File: config.mk
export PLATFORM = sky130hd
export DESIGN_NAME = rojoblaze_flow_ctrl
export DESIGN_NICKNAME = d
export VERILOG_FILES = /design/src/rtl/rojoblaze_flow_ctrl.sv
export SDC_FILE = /design/constraint.sdc
export NUM_CORES = 1
export LEC_CHECK = 0
export BUFFER_PORTS_ARGS = -buffer_cell sky130_fd_sc_hd__buf_2
export CORE_MARGIN = 1
export CORE_UTILIZATION = 55
export CTS_CLUSTER_DIAMETER = 200
export DETAILED_ROUTE_END_ITERATION = 8
export PLACE_DENSITY_LB_ADDON = 0.2
export SLEW_MARGIN = 0
export SYNTH_ARGS = -nofsm -noshare
export SYNTH_HDL_FRONTEND = slang
export SYNTH_SLANG_ARGS = --single-unit
export TNS_END_PERCENT = 30
File: constraint.sdc
create_clock -name clk -period 3.3 [get_ports clk]
set_input_delay 0.33 -clock clk [delete_from_list [all_inputs] [get_ports clk]]
set_output_delay 0.33 -clock clk [all_outputs]
set_load 0.05 [all_outputs]
File: src/rtl/rojoblaze_flow_ctrl.sv
// Program-flow sequencer for the pipelined RojoBlaze: owns the fetch PC, the
// CALL/RETURN stack and the interrupt enable / flag-preserve state.
module rojoblaze_flow_ctrl #(
   parameter int                ADDR_W      = 10,
   parameter int                STACK_DEPTH = 31,
   parameter logic [ADDR_W-1:0] INT_VECTOR  = 10'h3FF
) (
   input  logic              clk,
   input  logic              reset_n,
   input  logic              stall,
   input  logic              ex_valid,
   input  logic [17:0]       ex_instr,
   input  logic [ADDR_W-1:0] ex_pc,
   input  logic              zero_flag,
   input  logic              carry_flag,
   input  logic              interrupt,
   output logic [ADDR_W-1:0] pc,
   output logic              flush,
   output logic              int_ack,
   output logic              int_enable,
   output logic              flag_restore,
   output logic              saved_z,
   output logic              saved_c,
   output logic              stack_overflow,
   output logic              stack_underflow
);

   localparam int SP_W  = (STACK_DEPTH > 1) ? $clog2(STACK_DEPTH) : 1;
   localparam int CNT_W = $clog2(STACK_DEPTH + 1);
   localparam logic [SP_W-1:0]  SP_LAST  = SP_W'(STACK_DEPTH - 1);
   localparam logic [CNT_W-1:0] CNT_FULL = CNT_W'(STACK_DEPTH);

   localparam logic [5:0] OP_JUMP_U = 6'b110100;
   localparam logic [5:0] OP_JUMP_C = 6'b110101;
   localparam logic [5:0] OP_CALL_U = 6'b110000;
   localparam logic [5:0] OP_CALL_C = 6'b110001;
   localparam logic [5:0] OP_RET_U  = 6'b101010;
   localparam logic [5:0] OP_RET_C  = 6'b101011;
   localparam logic [5:0] OP_RETI   = 6'b111000;
   localparam logic [5:0] OP_INTSET = 6'b111100;

   logic [ADDR_W-1:0] r_pc;
   logic              r_flush;
   logic              r_int_ack;
   logic              r_int_enable;
   logic              r_flag_restore;
   logic              r_saved_z;
   logic              r_saved_c;
   logic              r_overflow;
   logic              r_underflow;
   logic [SP_W-1:0]   r_sp;
   logic [CNT_W-1:0]  r_count;
   logic [ADDR_W-1:0] r_stack [STACK_DEPTH];

   logic [5:0]        w_opcode;
   logic [1:0]        w_cond;
   logic [ADDR_W-1:0] w_target;
   logic              w_cond_true;
   logic              w_go;
   logic              w_jump;
   logic              w_call;
   logic              w_ret;
   logic              w_reti;
   logic              w_intset;
   logic              w_int_entry;
   logic              w_push;
   logic              w_pop;
   logic [ADDR_W-1:0] w_ret_addr;
   logic [ADDR_W-1:0] w_pc_inc;
   logic [SP_W-1:0]   w_sp_inc;
   logic [SP_W-1:0]   w_sp_dec;
   logic [ADDR_W-1:0] w_pop_data;
   logic [ADDR_W-1:0] w_next_pc;

   assign w_opcode   = ex_instr[17:12];
   assign w_cond     = ex_instr[11:10];
   assign w_target   = ex_instr[ADDR_W-1:0];
   assign w_go       = ex_valid & ~stall;
   assign w_ret_addr = ex_pc + ADDR_W'(1);
   assign w_pc_inc   = r_pc + ADDR_W'(1);
   assign w_sp_inc   = (r_sp == SP_LAST) ? SP_W'(0) : r_sp + SP_W'(1);
   assign w_sp_dec   = (r_sp == SP_W'(0)) ? SP_LAST : r_sp - SP_W'(1);
   assign w_pop_data = r_stack[w_sp_dec];

   // Branch condition against the current ALU flags
   always_comb begin
      w_cond_true = 1'b0;
      case (w_cond)
         2'b00:   w_cond_true = zero_flag;
         2'b01:   w_cond_true = ~zero_flag;
         2'b10:   w_cond_true = carry_flag;
         2'b11:   w_cond_true = ~carry_flag;
         default: w_cond_true = 1'b0;
      endcase
   end

   // Flow-control decode of the execute-stage instruction
   always_comb begin
      w_jump   = 1'b0;
      w_call   = 1'b0;
      w_ret    = 1'b0;
      w_reti   = 1'b0;
      w_intset = 1'b0;
      if (w_go) begin
         case (w_opcode)
            OP_JUMP_U: w_jump   = 1'b1;
            OP_JUMP_C: w_jump   = w_cond_true;
            OP_CALL_U: w_call   = 1'b1;
            OP_CALL_C: w_call   = w_cond_true;
            OP_RET_U:  w_ret    = 1'b1;
            OP_RET_C:  w_ret    = w_cond_true;
            OP_RETI:   w_reti   = 1'b1;
            OP_INTSET: w_intset = 1'b1;
            default:   w_jump   = 1'b0;
         endcase
      end else begin
         w_jump = 1'b0;
      end
   end

   // A taken redirect or an interrupt-control opcode defers the interrupt
   assign w_int_entry = w_go & interrupt & r_int_enable
                        & ~(w_jump | w_call | w_ret | w_reti | w_intset);
   assign w_push      = w_call | w_int_entry;
   assign w_pop       = w_ret | w_reti;

   // Next fetch address selection
   always_comb begin
      w_next_pc = w_pc_inc;
      if (w_jump || w_call) begin
         w_next_pc = w_target;
      end else if (w_pop) begin
         w_next_pc = w_pop_data;
      end else if (w_int_entry) begin
         w_next_pc = INT_VECTOR;
      end else begin
         w_next_pc = w_pc_inc;
      end
   end

   // PC, pulse outputs and interrupt state
   always_ff @(posedge clk) begin
      if (!reset_n) begin
         r_pc           <= ADDR_W'(0);
         r_flush        <= 1'b0;
         r_int_ack      <= 1'b0;
         r_int_enable   <= 1'b0;
         r_flag_restore <= 1'b0;
         r_saved_z      <= 1'b0;
         r_saved_c      <= 1'b0;
      end else if (stall) begin
         r_flush        <= 1'b0;
         r_int_ack      <= 1'b0;
         r_flag_restore <= 1'b0;
      end else begin
         r_pc           <= w_next_pc;
         r_flush        <= w_jump | w_call | w_pop | w_int_entry;
         r_int_ack      <= w_int_entry;
         r_flag_restore <= w_reti;
         if (w_reti || w_intset) begin
            r_int_enable <= ex_instr[0];
         end else if (w_int_entry) begin
            r_int_enable <= 1'b0;
         end
         if (w_int_entry) begin
            r_saved_z <= zero_flag;
            r_saved_c <= carry_flag;
         end
      end
   end

   // Stack pointer, occupancy and sticky error flags
   always_ff @(posedge clk) begin
      if (!reset_n) begin
         r_sp        <= SP_W'(0);
         r_count     <= CNT_W'(0);
         r_overflow  <= 1'b0;
         r_underflow <= 1'b0;
      end else if (w_push) begin
         r_sp <= w_sp_inc;
         if (r_count == CNT_FULL) begin
            r_overflow <= 1'b1;
         end else begin
            r_count <= r_count + CNT_W'(1);
         end
      end else if (w_pop) begin
         r_sp <= w_sp_dec;
         if (r_count == CNT_W'(0)) begin
            r_underflow <= 1'b1;
         end else begin
            r_count <= r_count - CNT_W'(1);
         end
      end
   end

   // Stack storage; contents are left undefined by reset
   always_ff @(posedge clk) begin
      if (reset_n && w_push) begin
         r_stack[r_sp] <= w_ret_addr;
      end
   end

   assign pc              = r_pc;
   assign flush           = r_flush;
   assign int_ack         = r_int_ack;
   assign int_enable      = r_int_enable;
   assign flag_restore    = r_flag_restore;
   assign saved_z         = r_saved_z;
   assign saved_c         = r_saved_c;
   assign stack_overflow  = r_overflow;
   assign stack_underflow = r_underflow;

endmodule

# Word level (Yosys, flattened, before mapping)

Memories as Yosys holds them, arrays and structs flattened.
Cells that the tools add are included.

Register bits after elaboration: 28
Bits in writable memories: 310
Input port bits: 35
Output and inout bits: 18
Word-level logic and storage cells: 91
Memories kept: 1

Add/subtract/negate cells: 6
Equal/unequal tests: 15
Mux-type cells: 26
Bitwise logic cells: 18
Reduce and logical (&&, ||, !) cells: 14

Memories:

| memory  | words | bits a word | read ports | clocked after memory_dff | write ports | RTL line | source |
|---|---|---|---|---|---|---|---|
| r_stack | 31    | 10          | 1          | 0                        | 1           | 53       | `logic [ADDR_W-1:0] r_stack [STACK_DEPTH];` |

Operator list:

| cell                  | number |
|---|---|
| $eq 6x6->1 const B    | 8 |
| $mux 5                | 8 |
| $mux 10               | 3 |
| $add 10x1->10 const B | 2 |
| $mux 1                | 11 |
| $add 5x1->5 const B   | 2 |
| $eq 5x5->1 const B    | 2 |
| $logic_not 5->1       | 2 |
| $sub 5x1->5 const B   | 2 |
| $or 1x1->1            | 8 |
| $not 1->1             | 6 |
| $pmux 1 s2            | 3 |
| $reduce_and 2->1      | 3 |
| $reduce_and 3->1      | 2 |
| $and 1x1->1           | 4 |
| $eq 2x2->1 const B    | 2 |
| $ne 2x2->1 const B    | 2 |
| $pmux 1 s4            | 1 |
| $reduce_bool 2->1     | 2 |
| $eq 2x1->1 const B    | 1 |
| $logic_not 2->1       | 1 |
| $logic_or 1x1->1      | 2 |
| $reduce_or 2->1       | 1 |
| $logic_and 1x1->1     | 1 |

# Longest topological paths before layout

Gate-level depths: netlist (run 1).

Depth in word-level cells: 14
Depth in mapped cells: 14
Mapped depth without buffers: 13

# Least setup slack after synthesis (run 1)

No wires, ideal clock.

Path type: register to register
From: register r_sp[0]
To: register r_pc[1] (netlist: pc[1])
Setup time: 0.118 ns
Arrival: 2.840 ns
Data required time: 3.182 ns
Slack: 0.343 ns
Cell stages (with the launch flop): 13
Path buffers: 3
Clock period less this slack: 2.957 ns
Path through: dfxtp_1 > clkbuf_1 > inv_1 > ha_1 > nor4b_4 > nor2_4 > buf_2 > clkbuf_1 > mux4_2 > nand2_1 > nand3_1 > o2111ai_1 > nand2_1

Longest elaborated chain between the ends: 5
Elaborated cells between the ends (all ways): 6
Classes of those cells: add/sub (1); mux (3); reduce/logical (1); memory (1)

Ends and longest elaborated chain:

| what                                           | RTL line | source |
|---|---|---|
| start, declared                                | 51       | `logic [SP_W-1:0] r_sp;` |
| start signal, assigned                         | 180      | `r_sp <= w_sp_inc;` |
| start signal, assigned                         | 187      | `r_sp <= w_sp_dec;` |
| $sub 5x1->5 or $logic_not 5->1 (tied branches) | 82       | `assign w_sp_dec = (r_sp == SP_W'(0)) ? SP_LAST : r_sp - SP_W'(1);` |
| $mux 5 *                                       | 82       |  |
| $mem_v2 31x10 *                                | n/a      |  |
| $mux 10 *                                      | 132      | `end else if (w_pop) begin` |
| $mux 10 *                                      | 130      | `if (w_jump \|\| w_call) begin` |
| end signal, assigned                           | 156      | `r_pc <= w_next_pc;` |
| end, declared                                  | 42       | `logic [ADDR_W-1:0] r_pc;` |

Mark *: on every way between the ends. The rest lies on a longest branch, timed or not.
A chain may end at the register's enable or synchronous reset.

# Worst setup path in the final report (run 1)

From: register r_sp[1]
To: register r_pc[3] (netlist: pc[3])

Same word-level chain as after synthesis.

==> flow_summary.ini, run 1 <==
[grt]
grt_pass1_wl_um = 50440
overflow = 0
grt_pass1_vias = 8310
grt_max_degree = 37
grtUsageTotal_pct = 26.35
antenna_found_initial = 0

[detailed_routing]
route.detailed.drc = 0
initialDrtViolationCount = 1055
routed_via_density = 6.236
wirelength_um = 33800
via_count = 8718
wl_per_cell_um = 24.18
dr.pass1.iters = 5
ant_nets = 0

[cts]
htreeDepth = 2
post_cts_buffers = 0
cts-buffers-inserted = 36
clk_pin_slew_ps = 60
clock_latency_ps = 520
cts.path.max_buffers = 3
cts_hold_buffers = 0
clock_sinks = 338
cts_root_buf = clkbuf_16
tritoncts = yes

[placed_design]
place_congestion = 0.9697
dp_cells = 1334
port_buffers = 52
hpwl_um = 22040

[timing]
worst_slew_pin_slew_ps = 1282
fin_crit_sh_pct = 94.94
setup_viol = 0
clock_skew_ps = 13.71
hold_viol = 0
max_freq_mhz = 319.2
layout_min_cycle_time_ps = 3133
grt_setup_unrepaired = false
fin_tns_setup_ps = 0
maxSlewViolCount = 0
fin_hold_ws_ps = 34.17
max_slew_margin_pct = 14.47

[pwr]
pwr-share-comb_pct = 4.5
p_per_area_nw_per_um2 = 552.8
internal_power_uw = 7253
leakage_uw = 0.005525
vdd_drop_max_mv = 0.4929
seq_power_share_pct = 51.7
pwr-share-clk_pct = 43.9
p_sw_share_pct = 20.42
p_switching_uw = 1861

[setup_path]
cp_cell_sequence = inv_1 > ha_4 > nor4b_4 > nor2_4 > buf_12 > mux4_2 > a2111oi_1 > nor2_1 > a41oi_1 > o22ai_1
crit_fanout = 23
worst-path-buf-inv = 2
critPathRequiredTime_ps = 3690
crit_type = register to register
critPathLaunchType = register
arrival_ps = 3530
crit_family = compound AO/OA/AOI/OAI gates
slowest_stage = a2111oi_1
endpoint_kind = register
max_stage_delay_ps = 650

[logic_synthesis]
synth_area_um2 = 14070
syn_avg_cell_area_um2 = 15.38
netlist_instances = 915
synthFlopType = edfxtp_1
yosysWarnings = 0
synth_top_area_cell = edfxtp_1
synthArstFlopShare_pct = 0
ys_seq_area_share_pct = 70.15
synth_top_area_share_pct = 66.17
synth_edf_count = 310
ys_ff_latch = 338
synthTopCellsByArea = edfxtp_1 (66%), mux4_2 (8.8%), dfxtp_1 (4.0%), nand2_1 (2.4%), nand3_1 (1.8%)
syn_nets = 961
synth_cell_types = 58

[die]
core-area_um2 = 25110
die_y_um = 161.9
die-area_um2 = 26220
initial_core_util_pct = 56.03
pin_count = 53
die-width_um = 161.9
rows = 58

[layout]
antenna_cells = 0
most-common-layout-cells = edfxtp_1 (310), nand2_1 (90), buf_4 (79), nor2_1 (66), mux4_2 (55)
mostFrequentLayoutCell = edfxtp_1
nFillCells = 1785
drive_gt1_share_pct = 24.44
stdcell_count = 1398
area_delta_synth_final_pct = 17.20
layout.nets = 1088

[status]
status = finished clean

[min_path]
hold_class = input pin to register

[flow_run]
drv_cap = 0
[worst register-to-register path: stages, from the launching register on]
cell and delay (ps):
dfxtp_1 420, inv_1 150, ha_4 210, nor4b_4 140, nor2_4 170, buf_12 230, mux4_2 570, a2111oi_1 650
nor2_1 120, a41oi_1 240, o22ai_1 100
[cell families after synthesis]
kind of cell             count (synthesis)  synth area share [%]
XOR/XNOR                                15                0.9338
multiplexers                            65                 9.516
adder cells (fa/ha/maj)                 11                 1.032
AO/OA/AOI/OAI                          145                 6.866
flip-flops                             338                 70.15
AND/OR/NAND/NOR                        281                 9.694
buffers and inverters                   60                 1.805
[final timing paths]
check             cells past startpoint  slack [ps]              end            start
hold / removal                        2          30     flag_restore     ex_instr[14]
setup / recovery                     10         170            pc[3]          r_sp[1]
hold reg to reg                       2         480  stack_underflow  stack_underflow
setup reg to reg                     10         170            pc[3]          r_sp[1]
[area by class of cell]
class / instances / area (um^2) / share of cell area, %
Clock inverter: 20 / 206.4 / 1.252
Multi-Input combinational cell: 517 / 4025 / 24.41
Inverter: 13 / 48.80 / 0.2959
Clock buffer: 44 / 972.2 / 5.896
Tap cell: 330 / 412.9 / 2.504
Timing Repair Buffer: 136 / 953.4 / 5.782
Sequential cell: 338 / 9869 / 59.86
[repair_timing]
| item | CTS | global route |
|---|---|---|
| hold endpoints to repair | 0 | 0 |
| resized for setup | 0 | 3 |
| endpoints found under the setup margin | 0 | 2 |
[cell usage after synthesis (11+ instances only)]
cell type and n:
clkbuf_1 28, nand2_1 90, inv_1 12, nand4_1 13, nand3_1 50, a21o_1 11
edfxtp_1 310, o21ai_0 27, buf_2 11, mux4_2 55, a31oi_1 14, a21oi_1 27
nor2_1 66, dfxtp_1 28
[power groups by stage]
stage	Clock, uW	Combinational, uW	Sequential, uW
after floorplan	0	215	4820
after global placement	0	398	4800
after detailed placement	0	405	4800
after CTS	4040	407	4710
after global routing	4200	435	4710
final	4000	406	4710
[stage by stage]
stage	power (uW)	setup WS (ps)	utilization [%]	instance area, um^2
CTS	9154	170.4	65.64	16480
floorplan	5031	342.6	-	14070
global route	9340	14.38	65.67	16490
finish	9115	167.0	65.67	16490
global placement	5197	180.8	60.94	15300
detailed placement	5205	195.8	60.94	15300
[registers in the layout (all words and copies together) (netlist names), 5 cells and up]
signal / flops
r_count: 5
pc: 10
r_stack: 310
r_sp: 5
[layer usage]
layer	wire (um)	track usage [%]	part of all wire (%)	up-vias
li1	-	-	-	3854
met1	14400	39.22	43	4353
met2	15630	40.13	46	450
met3	3011	4.699	8.9	61
met4	763	7.762	2.3	0
met5	0	0	0	-
No activity file was read; power rests on OpenSTA's default activity.
==> run 2, diff against run 1 <==
--- a/config.mk
+++ b/config.mk
@@ -11,6 +11,7 @@
 export CTS_CLUSTER_DIAMETER = 200
 export DETAILED_ROUTE_END_ITERATION = 8
 export PLACE_DENSITY_LB_ADDON = 0.2
+export RECOVER_POWER = 100
 export SLEW_MARGIN = 0
 export SYNTH_ARGS = -nofsm -noshare
 export SYNTH_HDL_FRONTEND = slang
==> flow_summary.ini, run 2 (synthesis gave the netlist of run 1 again) <==
[setup_path]
arrival_ps = 3550
endpoint_kind = register
crit_type = register to register
critPathRequiredTime_ps = 3690
critPathLaunchType = register
r2r_cells = 10
crit_fanout = 23

[die]
core-area_um2 = 25110
rows = 58
die_y_um = 161.9
die-width_um = 161.9
die-area_um2 = 26220
pin_count = 53
initial_core_util_pct = 56.03

[detailed_routing]
wl_met1_um = 14310
dr.pass1.iters = 5
wl_met2_um = 15480
routed_via_density = 6.197
ant_nets = 0
route.detailed.drc = 0
maxUsedRoutingLayer = met4
via_count = 8663
initialDrtViolationCount = 1029
wl_met3_um = 3248
wl_per_cell_um = 24.18
wirelength_um = 33800

[min_path]
hold_class = input pin to register
whs_path_depth = 2

[pwr]
leakage_uw = 0.005322
seq_power_share_pct = 51.8
p_switching_uw = 1857
pwr-share-clk_pct = 43.9
pwr-share-comb_pct = 4.3
vdd_drop_max_mv = 0.4949
p_sw_share_pct = 20.40
p_per_area_nw_per_um2 = 558.4
internal_power_uw = 7248

[layout]
antenna_cells = 0
final_area_um2 = 16300
mostFrequentLayoutCell = edfxtp_1
regMostFlops = r_stack
layout.nets = 1088
most-common-layout-cells = edfxtp_1 (310), nand2_1 (90), nor2_1 (66), mux4_2 (55), nand3_1 (50)
area_delta_synth_final_pct = 15.89
largest_reg_flops = 310
drive_gt1_share_pct = 20.22

[timing]
max_freq_mhz = 316.4
fin_tns_setup_ps = 0
setup_viol = 0
clock_skew_ps = 12.71
grt_setup_unrepaired = false
fin_crit_sh_pct = 95.79
hold_viol = 0
worst_slew_pin_slew_ps = 1769
max_slew_margin_pct = -18.79
layout_min_cycle_time_ps = 3161
finalWorstSetupSlack_ps = 139.1
maxSlewViolCount = 177

[grt]
grt_pass1_wl_um = 50440
grt_max_degree = 37
antenna_found_initial = 0
grt_pass1_vias = 8310
grtUsageTotal_pct = 26.35
overflow = 0

[cts]
clock_latency_ps = 520
clk_pin_slew_ps = 60
cts_root_buf = clkbuf_16
clock_sinks = 338
post_cts_buffers = 0
tritoncts = yes
cts-buffers-inserted = 36
cts.path.max_buffers = 3
htreeDepth = 2

[flow_run]
drv_cap = 7

[placed_design]
port_buffers = 52
pre_cts_ws_ps = 195.8
place_congestion = 0.9697
hpwl_um = 22040
placed_area_um2 = 15300

[status]
status = finished with violations
failed_checks = capacitance limit, slew limit
## run 2: cell count changes in the layout (fill, tap and decap cells not counted), moves of 3 or more
| cell | before | now |
|---|---|---|
| buf_4 | 79 | 28 |
| clkbuf_1 | 5 | 46 |
| clkbuf_2 | 0 | 24 |
| buf_2 | 52 | 31 |
| clkbuf_4 | 0 | 7 |
| xnor2_1 | 3 | 6 |
| xnor2_2 | 7 | 4 |
## run 2: worst paths after layout
path | slack [ps] | start | endpoint
worst max-delay path | 140 | r_sp[1] | pc[3]
worst min-delay path | 40 | ex_instr[14] | flag_restore
worst max register to register | 140 | r_sp[1] | pc[3]
worst min register to register | 480 | stack_underflow | stack_underflow
## run 2: critical path: stages, from the launching register on
cell       delay, ps
dfxtp_1          420
inv_1            150
ha_4             210
nor4b_4          140
nor2_4           170
buf_12           230
mux4_2           570
a2111oi_1        690
nor2_1           120
a41oi_1          240
o22ai_1          100
## run 2: area by class of cell
cell class / count / area (um^2)
clock buffers: 44 / 972.2
clock inverters: 20 / 206.4
fillers: 1836 / 8805
inverters: 13 / 48.80
multi-input cells: 517 / 4003
flip-flops and latches: 338 / 9869
well taps: 330 / 412.9
repair buffers: 136 / 792.0
## run 2: what timing repair did
item,in CTS,in global routing
endpoints found under the hold margin,0,0
resized for setup,0,3
setup endpoints to repair,0,2
hold buffers,0,0
## run 2: power by group through the flow
stage / clock (uW) / combinational (uW) / sequential [uW]
5_1_grt: 4200 / 423 / 4710
3_3_place_gp: 0 / 398 / 4800
4_1_cts: 4040 / 407 / 4710
6_report: 4000 / 394 / 4710
2_1_floorplan: 0 / 215 / 4820
3_5_place_dp: 0 / 405 / 4800
## run 2: metal layers
metal  vias to the layer above  global-route usage, %
li1                       3859                      -
met1                      4240                  39.22
met2                       499                  40.13
met3                        65                  4.699
met4                         0                  7.762
met5                         -                      0
## run 2: metrics by stage
stage	hold slack [ps]	std cells	util [%]	total power, uW
global placement	447.4	1334	60.94	5197
global route	32.04	1398	64.93	9334
CTS	24.66	1398	65.64	9154
finish	37.03	1398	64.93	9105
floorplan	406.9	915	-	5031
detailed placement	463.4	1334	60.94	5205
